**src/rtl/uart_baud_gen.sv**
```systemverilog
// uart_baud_gen: fractional baud-rate generator producing the oversample tick
// and a bit tick every OSR oversample ticks. Divisor writes are double-buffered
// and only reach the active pair on a tick boundary or while disabled.
// Optional feature macro: UART_BAUD_FRAC_EN (fractional accumulator present).
module uart_baud_gen #(
    parameter int unsigned DIV_W    = 16,
    parameter int unsigned FRAC_W   = 4,
    parameter int unsigned OSR      = 16,
    parameter int unsigned DEF_DIV  = 27,
    parameter int unsigned DEF_FRAC = 2
) (
    input  logic              clk_i,
    input  logic              reset_i,
    input  logic              baud_en_i,
    input  logic              div_wen_i,
    input  logic [DIV_W-1:0]  div_int_i,
    input  logic [FRAC_W-1:0] div_frac_i,
    output logic              osr_tick_o,
    output logic              baud_tick_o,
    output logic              div_pending_o,
    output logic              div_clamp_o
);

    localparam int unsigned CNT_W = DIV_W + 1;
    localparam int unsigned OSR_W = (OSR > 1) ? $clog2(OSR) : 1;
    localparam int unsigned SUM_W = FRAC_W + 1;

    logic [DIV_W-1:0] r_act_int;
    logic [DIV_W-1:0] r_sh_int;
    logic [DIV_W-1:0] w_act_int_nxt;
    logic [DIV_W-1:0] w_d;
    logic [CNT_W-1:0] r_cnt;
    logic [CNT_W-1:0] w_period;
    logic [OSR_W-1:0] r_osr_cnt;
    logic             r_osr_tick;
    logic             r_baud_tick;
    logic             r_pending;
    logic             r_clamp;
    logic             w_carry;
    logic             w_wrap;
    logic             w_xfer;

`ifdef UART_BAUD_FRAC_EN
    logic [FRAC_W-1:0] r_act_frac;
    logic [FRAC_W-1:0] r_sh_frac;
    logic [FRAC_W-1:0] r_acc;
    logic [FRAC_W-1:0] w_act_frac_nxt;
    logic              r_carry;
    logic [SUM_W-1:0]  w_sum;

    assign w_carry = r_carry;
    assign w_sum   = SUM_W'(r_acc) + SUM_W'(r_act_frac);
`else
    // Fraction path absent: period is the bare integer divisor.
    logic w_unused_frac;
    assign w_unused_frac = ^{div_frac_i, FRAC_W'(DEF_FRAC)};
    assign w_carry       = 1'b0;
`endif

    // Effective divisor is clamped to 2 so a tick can never repeat back-to-back.
    assign w_d      = (r_act_int < DIV_W'(2)) ? DIV_W'(2) : r_act_int;
    assign w_period = CNT_W'(w_d) + CNT_W'(w_carry);
    assign w_wrap   = baud_en_i && (r_cnt == (w_period - CNT_W'(1)));
    assign w_xfer   = w_wrap || !baud_en_i;

    // Next active integer divisor: a coincident write bypasses the shadow.
    always_comb begin
        w_act_int_nxt = r_act_int;
        if (w_xfer) begin
            w_act_int_nxt = div_wen_i ? div_int_i : r_sh_int;
        end
    end

    // Period counter, oversample counter and registered tick outputs.
    always_ff @(posedge clk_i or negedge reset_i) begin
        if (!reset_i) begin
            r_cnt       <= '0;
            r_osr_cnt   <= '0;
            r_osr_tick  <= 1'b0;
            r_baud_tick <= 1'b0;
        end else if (!baud_en_i) begin
            r_cnt       <= '0;
            r_osr_cnt   <= '0;
            r_osr_tick  <= 1'b0;
            r_baud_tick <= 1'b0;
        end else if (w_wrap) begin
            r_cnt       <= '0;
            r_osr_tick  <= 1'b1;
            r_baud_tick <= (r_osr_cnt == OSR_W'(OSR - 1));
            r_osr_cnt   <= (r_osr_cnt == OSR_W'(OSR - 1)) ? '0 : r_osr_cnt + OSR_W'(1);
        end else begin
            r_cnt       <= r_cnt + CNT_W'(1);
            r_osr_tick  <= 1'b0;
            r_baud_tick <= 1'b0;
        end
    end

    // Integer divisor shadow/active pair, pending flag and clamp flag.
    always_ff @(posedge clk_i or negedge reset_i) begin
        if (!reset_i) begin
            r_act_int <= DIV_W'(DEF_DIV);
            r_sh_int  <= DIV_W'(DEF_DIV);
            r_pending <= 1'b0;
            r_clamp   <= 1'b0;
        end else begin
            r_act_int <= w_act_int_nxt;
            r_clamp   <= (w_act_int_nxt < DIV_W'(2));
            if (div_wen_i) begin
                r_sh_int <= div_int_i;
            end
            if (div_wen_i && !w_xfer) begin
                r_pending <= 1'b1;
            end else if (w_xfer) begin
                r_pending <= 1'b0;
            end
        end
    end

`ifdef UART_BAUD_FRAC_EN
    // Next active fractional divisor, same transfer rule as the integer part.
    always_comb begin
        w_act_frac_nxt = r_act_frac;
        if (w_xfer) begin
            w_act_frac_nxt = div_wen_i ? div_frac_i : r_sh_frac;
        end
    end

    // Fractional divisor shadow/active pair.
    always_ff @(posedge clk_i or negedge reset_i) begin
        if (!reset_i) begin
            r_act_frac <= FRAC_W'(DEF_FRAC);
            r_sh_frac  <= FRAC_W'(DEF_FRAC);
        end else begin
            r_act_frac <= w_act_frac_nxt;
            if (div_wen_i) begin
                r_sh_frac <= div_frac_i;
            end
        end
    end

    // Fraction accumulator; its carry stretches the following period by one.
    always_ff @(posedge clk_i or negedge reset_i) begin
        if (!reset_i) begin
            r_acc   <= '0;
            r_carry <= 1'b0;
        end else if (!baud_en_i) begin
            r_acc   <= '0;
            r_carry <= 1'b0;
        end else if (w_wrap) begin
            {r_carry, r_acc} <= w_sum;
        end
    end
`endif

    assign osr_tick_o    = r_osr_tick;
    assign baud_tick_o   = r_baud_tick;
    assign div_pending_o = r_pending;
    assign div_clamp_o   = r_clamp;

endmodule

```
**config.mk**
```make
export PLATFORM = sky130hd
export DESIGN_NAME = uart_baud_gen
export DESIGN_NICKNAME = d
export VERILOG_FILES = /design/src/rtl/uart_baud_gen.sv
export SDC_FILE = /design/constraint.sdc
export NUM_CORES = 1
export LEC_CHECK = 0
export ABC_CLOCK_PERIOD_IN_PS = 5700
export CAP_MARGIN = 20
export CORE_MARGIN = 2
export CORE_UTILIZATION = 54
export DETAILED_ROUTE_END_ITERATION = 6
export PLACE_DENSITY = 0.8
export SYNTH_ARGS = -nofsm -noshare
export SYNTH_HDL_FRONTEND = slang
export SYNTH_SLANG_ARGS = --single-unit
```
**constraint.sdc**
```tcl
create_clock -name clk_i -period 5.7 [get_ports clk_i]
set_clock_uncertainty 0.05 [all_clocks]
set_input_delay 0.855 -clock clk_i [delete_from_list [all_inputs] [get_ports clk_i]]
set_output_delay 0.855 -clock clk_i [all_outputs]
set_load 0.005 [all_outputs]
```
==> results of run 1 <==
==> logic make-up after synthesis <==
| family | count (synthesis) | share of synthesized area (%) |
|---|---|---|
| AO/OA/AOI/OAI | 30 | 7.62 |
| XOR/XNOR | 28 | 7.66 |
| adder cells (fa/ha/maj) | 3 | 1.17 |
| buffers and inverters | 21 | 3.79 |
| flip-flops | 57 | 44.9 |
| multiplexers | 37 | 14.1 |
| AND/OR/NAND/NOR | 119 | 20.8 |
==> power by group through the flow <==
stage	registers (mW)	clock network (mW)	logic, mW
2_1_floorplan	0.466	0	0.131
3_3_place_gp	0.485	0	0.157
3_5_place_dp	0.487	0	0.162
4_1_cts	0.480	0.396	0.163
5_1_grt	0.485	0.416	0.179
6_report	0.481	0.389	0.164
==> area by class of cell <==
class / count / area (µm²) / share of cell area [%]
clock buffers: 12 / 155 / 4.26
clock inverters: 4 / 51.3 / 1.41
inverters: 4 / 15.0 / 0.412
multi-input cells: 217 / 1640 / 45.1
flip-flops and latches: 57 / 1440 / 39.4
well taps: 75 / 93.8 / 2.58
repair buffers: 26 / 248 / 6.80
==> worst paths after layout <==
path / startpoint / endpoint / slack [ns]
max in group asynchronous: reset_i / r_cnt[14]$_DFF_PN0_ / 4.55
min reg2reg: div_pending_o$_DFFE_PN0P_ / div_pending_o$_DFFE_PN0P_ / 0.45
min: div_pending_o$_DFFE_PN0P_ / div_pending_o$_DFFE_PN0P_ / 0.45
max reg2reg: r_act_int[5]$_DFF_PN0_ / r_act_int[12]$_DFF_PN0_ / 0.82
min in group asynchronous: reset_i / r_cnt[5]$_DFF_PN0_ / 0.60
max: r_act_int[5]$_DFF_PN0_ / r_act_int[12]$_DFF_PN0_ / 0.82
==> worst max-delay path, stage by stage (launching register included) <==
cell and delay, ns:
dfrtp_1 0.43, or4_1 0.64, or4_1 0.69, nor2b_1 0.21
ha_1 0.31, o21ba_2 0.25, a221o_1 0.34, a221oi_1 0.33
o21ai_0 0.26, nor4_4 0.39, a21o_1 0.19, buf_4 0.29
mux2_2 0.38
==> layer usage <==
metal	global-route usage (%)	wire [µm]	vias to the layer above
met5	0	0	-
met3	6.11	325	23
met1	30.2	2940	1159
met2	36.1	3150	56
li1	-	-	1103
met4	9.15	161	0
==> per-stage QoR <==
| stage | worst slack, ns | hold slack [ns] | util [%] | area (µm²) |
|---|---|---|---|---|
| floorplan | 1.38 | 0.427 | - | 3200 |
| global placement | 1.01 | 0.429 | 59.1 | 3440 |
| detailed placement | 0.940 | 0.430 | 59.1 | 3440 |
| CTS | 0.906 | 0.446 | 62.7 | 3640 |
| global route | 0.654 | 0.477 | 62.7 | 3640 |
| finish | 0.824 | 0.446 | 62.7 | 3640 |
==> state kept, by name, summed over array words and instances (netlist names) <==
name and count:
baud_tick_o 1, div_clamp_o 1, div_pending_o 1, osr_tick_o 1
r_act_int 16, r_cnt 17, r_osr_cnt 4, r_sh_int 16
==> cells in the final DEF (no fill, tap or decap), types with 2 or more instances in the layout <==
master           instances
nor4b_1                  2
mux2i_1                  5
a21oi_1                  2
nand3b_1                 4
nand3_1                  9
nor2_1                  27
nor2b_1                  6
dfstp_2                  8
ha_1                     3
nor3b_1                  2
nor4_1                   9
o211ai_1                 4
o22ai_1                  2
buf_4                    3
nand2b_1                 3
nor3_1                   9
mux2_2                  21
o21a_1                   2
o21ai_0                  3
mux2_4                  11
nand4_1                  7
or2_2                    2
and3b_1                  2
nand2_1                 16
dfrtp_1                 49
xor2_1                  14
a21boi_0                 2
and3_1                   7
clkdlybuf4s50_1         22
inv_1                    4
or4_1                    6
clkbuf_8                11
or3_1                    3
xnor2_1                 14
==> impl_metrics.yaml, run 1 <==
min_path:
  whs_path_depth: 2
  hold_class: "reg -> reg"
floorplan:
  start_util_pct: 55.1
  rows: 28
  design.die.area_um2: 6560
  io_pins: 28
  coreArea_um2: 5820
  die_x_um: 81
  fp.dieH_um: 81
global_route:
  grt_pass1_wl_um: 11200
  grt_use_total_pct: 22.9
  grt_max_degree: 58
  grt.overflow.total: 0
  first_global_vias: 2356
  antenna_found_initial: 0
clocking:
  cts.hold.buffers_added: 0
  clkSinkCount: 57
  cts_tree: "built"
  path_clk_slew_ns: 0.07
  htreeDepth: 3
  clockRootBuffer: "clkbuf_8"
  clockBufferDepth: 2
  clk_latency_ns: 0.35
  cts_resized: 0
  cts_made_buffers: 9
  cts_setup_buffers: 0
synthesis:
  synth_ff_type: "dfrtp_1"
  synth_common_cells: "49 x dfrtp_1, 27 x nor2_1, 21 x mux2_2, 16 x nand2_1"
  syn_area_um2: 3200
  synthArstFlopShare_pct: 100
  ys_seq_elements: 57
  syn_inst: 295
  ys_top_cells_by_area: "dfrtp_1 38%, mux2_2 7.4%, dfstp_2 6.6%"
  yosys_warnings: 0
  yosys.cell_types.count: 56
  yosysTopAreaCell: "dfrtp_1"
  syn_avg_cell_area_um2: 10.9
  yosysMostFrequentCell: "dfrtp_1"
  synth_edf_count: 0
  yosysSeqAreaShare_pct: 44.9
  synth_top_area_share_pct: 38.3
  synth_nets: 322
placement:
  port_buffers: 23
  dp_cells: 379
  dp_hpwl_um: 4660
  place.gp.congestion: 0.928
status:
  status: "finished clean"
routing:
  vias_per_cell: 5.93
  drc: 0
  totalWireLength_um: 6580
  dr.pass1.iters: 5
  ant_nets: 0
  wl_per_cell_um: 16.7
  drtIter0Drc: 221
  num_vias: 2341
power:
  pwr-share-seq_pct: 46.5
  p_leak_nw: 1.51
  p_per_area_nw_per_um2: 284
  p_switching_uw: 283
  intPower_uw: 751
  combPwrFrac_pct: 15.9
  power_mw: 1.03
  max-vdd-ir-drop_v: 0.000280
  switching_share_pct: 27.3
  pwr-share-clk_pct: 37.6
finish:
  final_net_count: 342
  finalNonFillerCells: 395
  diodes: 0
  final.fill_count: 475
  final_layout_size_suffix_gt1_share_pct: 20.9
  area_growth_pct: 13.8
critical_path:
  worstRegToRegCells: 12
  worstPathArrival_ns: 5.06
  crit_required_ns: 5.88
  cp-end-kind: "flop"
  path_class: "reg -> reg"
  critPathMaxFanout: 20
  worstSetupStartpointType: "flop"
sta:
  period_needed_ns: 4.88
  fmax_ghz: 0.205
  finalCritPeriodShare_pct: 85.5
  max_slew_margin_pct: 48.6
  grt_setup_unrepaired: "no"
  worst_pin_slew_ns: 0.768
  finalSetupViolations: 0
  fin_setup_tns_ns: 0
  drv_slew: 0
  hold_viol_final: 0
flow_run:
  max_cap_viol_count: 0
Power figures use the tool's default switching activity.
==> run 2, diff against run 1 <==
PLACE_DENSITY = default   (was 0.8)
PLACE_DENSITY_LB_ADDON = 0.25   (was default)
==> run 2 against run 1 <==
Compared with the run above:
- worst hold slack gained 0.0086 ns
- power shrank 5.6%
- critical path type unchanged
- critical endpoint unchanged
- core utilization shrank 0.49 points
- via count shrank 3.2%
==> impl_metrics.yaml, run 2 (same netlist as run 1, synthesis figures left out) <==
clocking:
  cts_made_buffers: 9
  path_clk_slew_ns: 0.07
  clockRootBuffer: "clkbuf_8"
  cts.hold.buffers_added: 0
  clkSinkCount: 57
  cts_setup_buffers: 0
  cts_resized: 0
  clk_latency_ns: 0.34
  cts_tree: "built"
  clockBufferDepth: 2
  htreeDepth: 3
finish:
  top_regs: "r_cnt: 17 flops, r_act_int: 16 flops, r_sh_int: 16 flops"
  area_growth_pct: 12.9
  largest_reg_flops: 17
  final_common_cell: "dfrtp_1"
  final_layout_size_suffix_gt1_share_pct: 21.3
  post-route-util_pct: 62.2
  final_cell_mix: "49 x dfrtp_1, 27 x nor2_1, 22 x clkdlybuf4s50_1"
  final_net_count: 342
  diodes: 0
  largest-register: "r_cnt"
critical_path:
  critPathMaxFanout: 20
  r2r-start: "r_act_int[5]$_DFF_PN0_"
  cp-end-kind: "flop"
  worstRegToRegCells: 12
  worstPathArrival_ns: 4.93
  r2r_slack_ns: 0.95
  worstSetupStartpointType: "flop"
  path_class: "reg -> reg"
  crit_required_ns: 5.88
  rr_endpoint: "r_act_int[12]$_DFF_PN0_"
floorplan:
  rows: 28
  die_x_um: 81
  fp.dieH_um: 81
  start_util_pct: 55.1
  io_pins: 28
  coreArea_um2: 5820
  design.die.area_um2: 6560
power:
  p_leak_nw: 1.49
  power_uw: 976
  max-vdd-ir-drop_v: 0.000183
  p_per_area_nw_per_um2: 270
global_route:
  grt_pass1_wl_um: 11100
  grt.overflow.total: 0
  grt_max_degree: 58
  antenna_found_initial: 0
  grt_use_total_pct: 22.2
  first_global_vias: 2283
placement:
  place.gp.congestion: 0.955
  port_buffers: 23
  dp_hpwl_um: 4590
sta:
  period_needed_ns: 4.75
  fmax_ghz: 0.210
  hold_viol_final: 0
  max_slew_margin_pct: 48.8
  finalSetupViolations: 0
  finalCritPeriodShare_pct: 83.4
  grt_setup_unrepaired: "no"
  hold_ws_ns: 0.454
  worst_pin_slew_ns: 0.765
  drv_slew: 0
  fin_setup_tns_ns: 0
min_path:
  hold_class: "reg -> reg"
  worstHoldEndpoint: "div_pending_o$_DFFE_PN0P_"
  whs_path_depth: 2
  hp-start: "div_pending_o$_DFFE_PN0P_"
routing:
  totalWireLength_um: 6390
  drtIter0Drc: 128
  num_vias: 2265
  wl_per_cell_um: 16.2
  drc: 0
  dr.pass1.iters: 4
  vias_per_cell: 5.73
  ant_nets: 0
flow_run:
  max_cap_viol_count: 0
status:
  status: "finished clean"
run 2: how the worst max path moves through the flow:
stage	from	endpoint
floorplan	r_act_int[13]$_DFF_PN0_	r_act_int[10]$_DFF_PN0_
global placement	r_act_int[5]$_DFF_PN0_	r_act_int[6]$_DFF_PN0_
detailed placement	r_act_int[5]$_DFF_PN0_	r_act_int[12]$_DFF_PN0_
CTS	r_act_int[5]$_DFF_PN0_	r_act_int[12]$_DFF_PN0_
global route	r_act_int[5]$_DFF_PN0_	r_act_int[7]$_DFF_PN0_
finish	r_act_int[5]$_DFF_PN0_	r_act_int[12]$_DFF_PN0_
run 2: critical path: stages (launching register included):
cell and delay (ns):
dfrtp_1 0.43, or4_1 0.64, or4_1 0.68, nor2b_1 0.21, ha_1 0.30, o21ba_2 0.24
a221o_1 0.33, a221oi_1 0.30, o21ai_0 0.25, nor4_4 0.36, a21o_1 0.18, buf_4 0.28
mux2_2 0.37
run 2: cell type report:
cell class	instances	area [µm²]
fillers	484	2200
well taps	75	93.8
clock buffers	9	124
multi-input cells	217	1640
clock inverters	7	53.8
flip-flops and latches	57	1440
inverters	4	15.0
repair buffers	26	248
run 2: where the power goes:
group,switching (mW),internal (mW)
registers,0.0398,0.440
clock network,0.173,0.160
logic,0.0776,0.0852
run 2: per-layer routing:
metal	vias up	GRT usage, %	part of all wire [%]
met3	2	6.44	3.2
li1	1111	-	-
met5	-	0	0
met1	1108	29.9	49
met2	44	35.2	47
met4	0	6.10	0.42
run 2: per-stage QoR:
stage	instance area [µm²]	setup slack (ns)	std cells
after CTS	3610	0.958	395
after floorplan	3200	1.38	295
final	3610	0.947	395
after global routing	3610	0.728	395
after global placement	3440	0.976	379
after detailed placement	3440	0.950	379
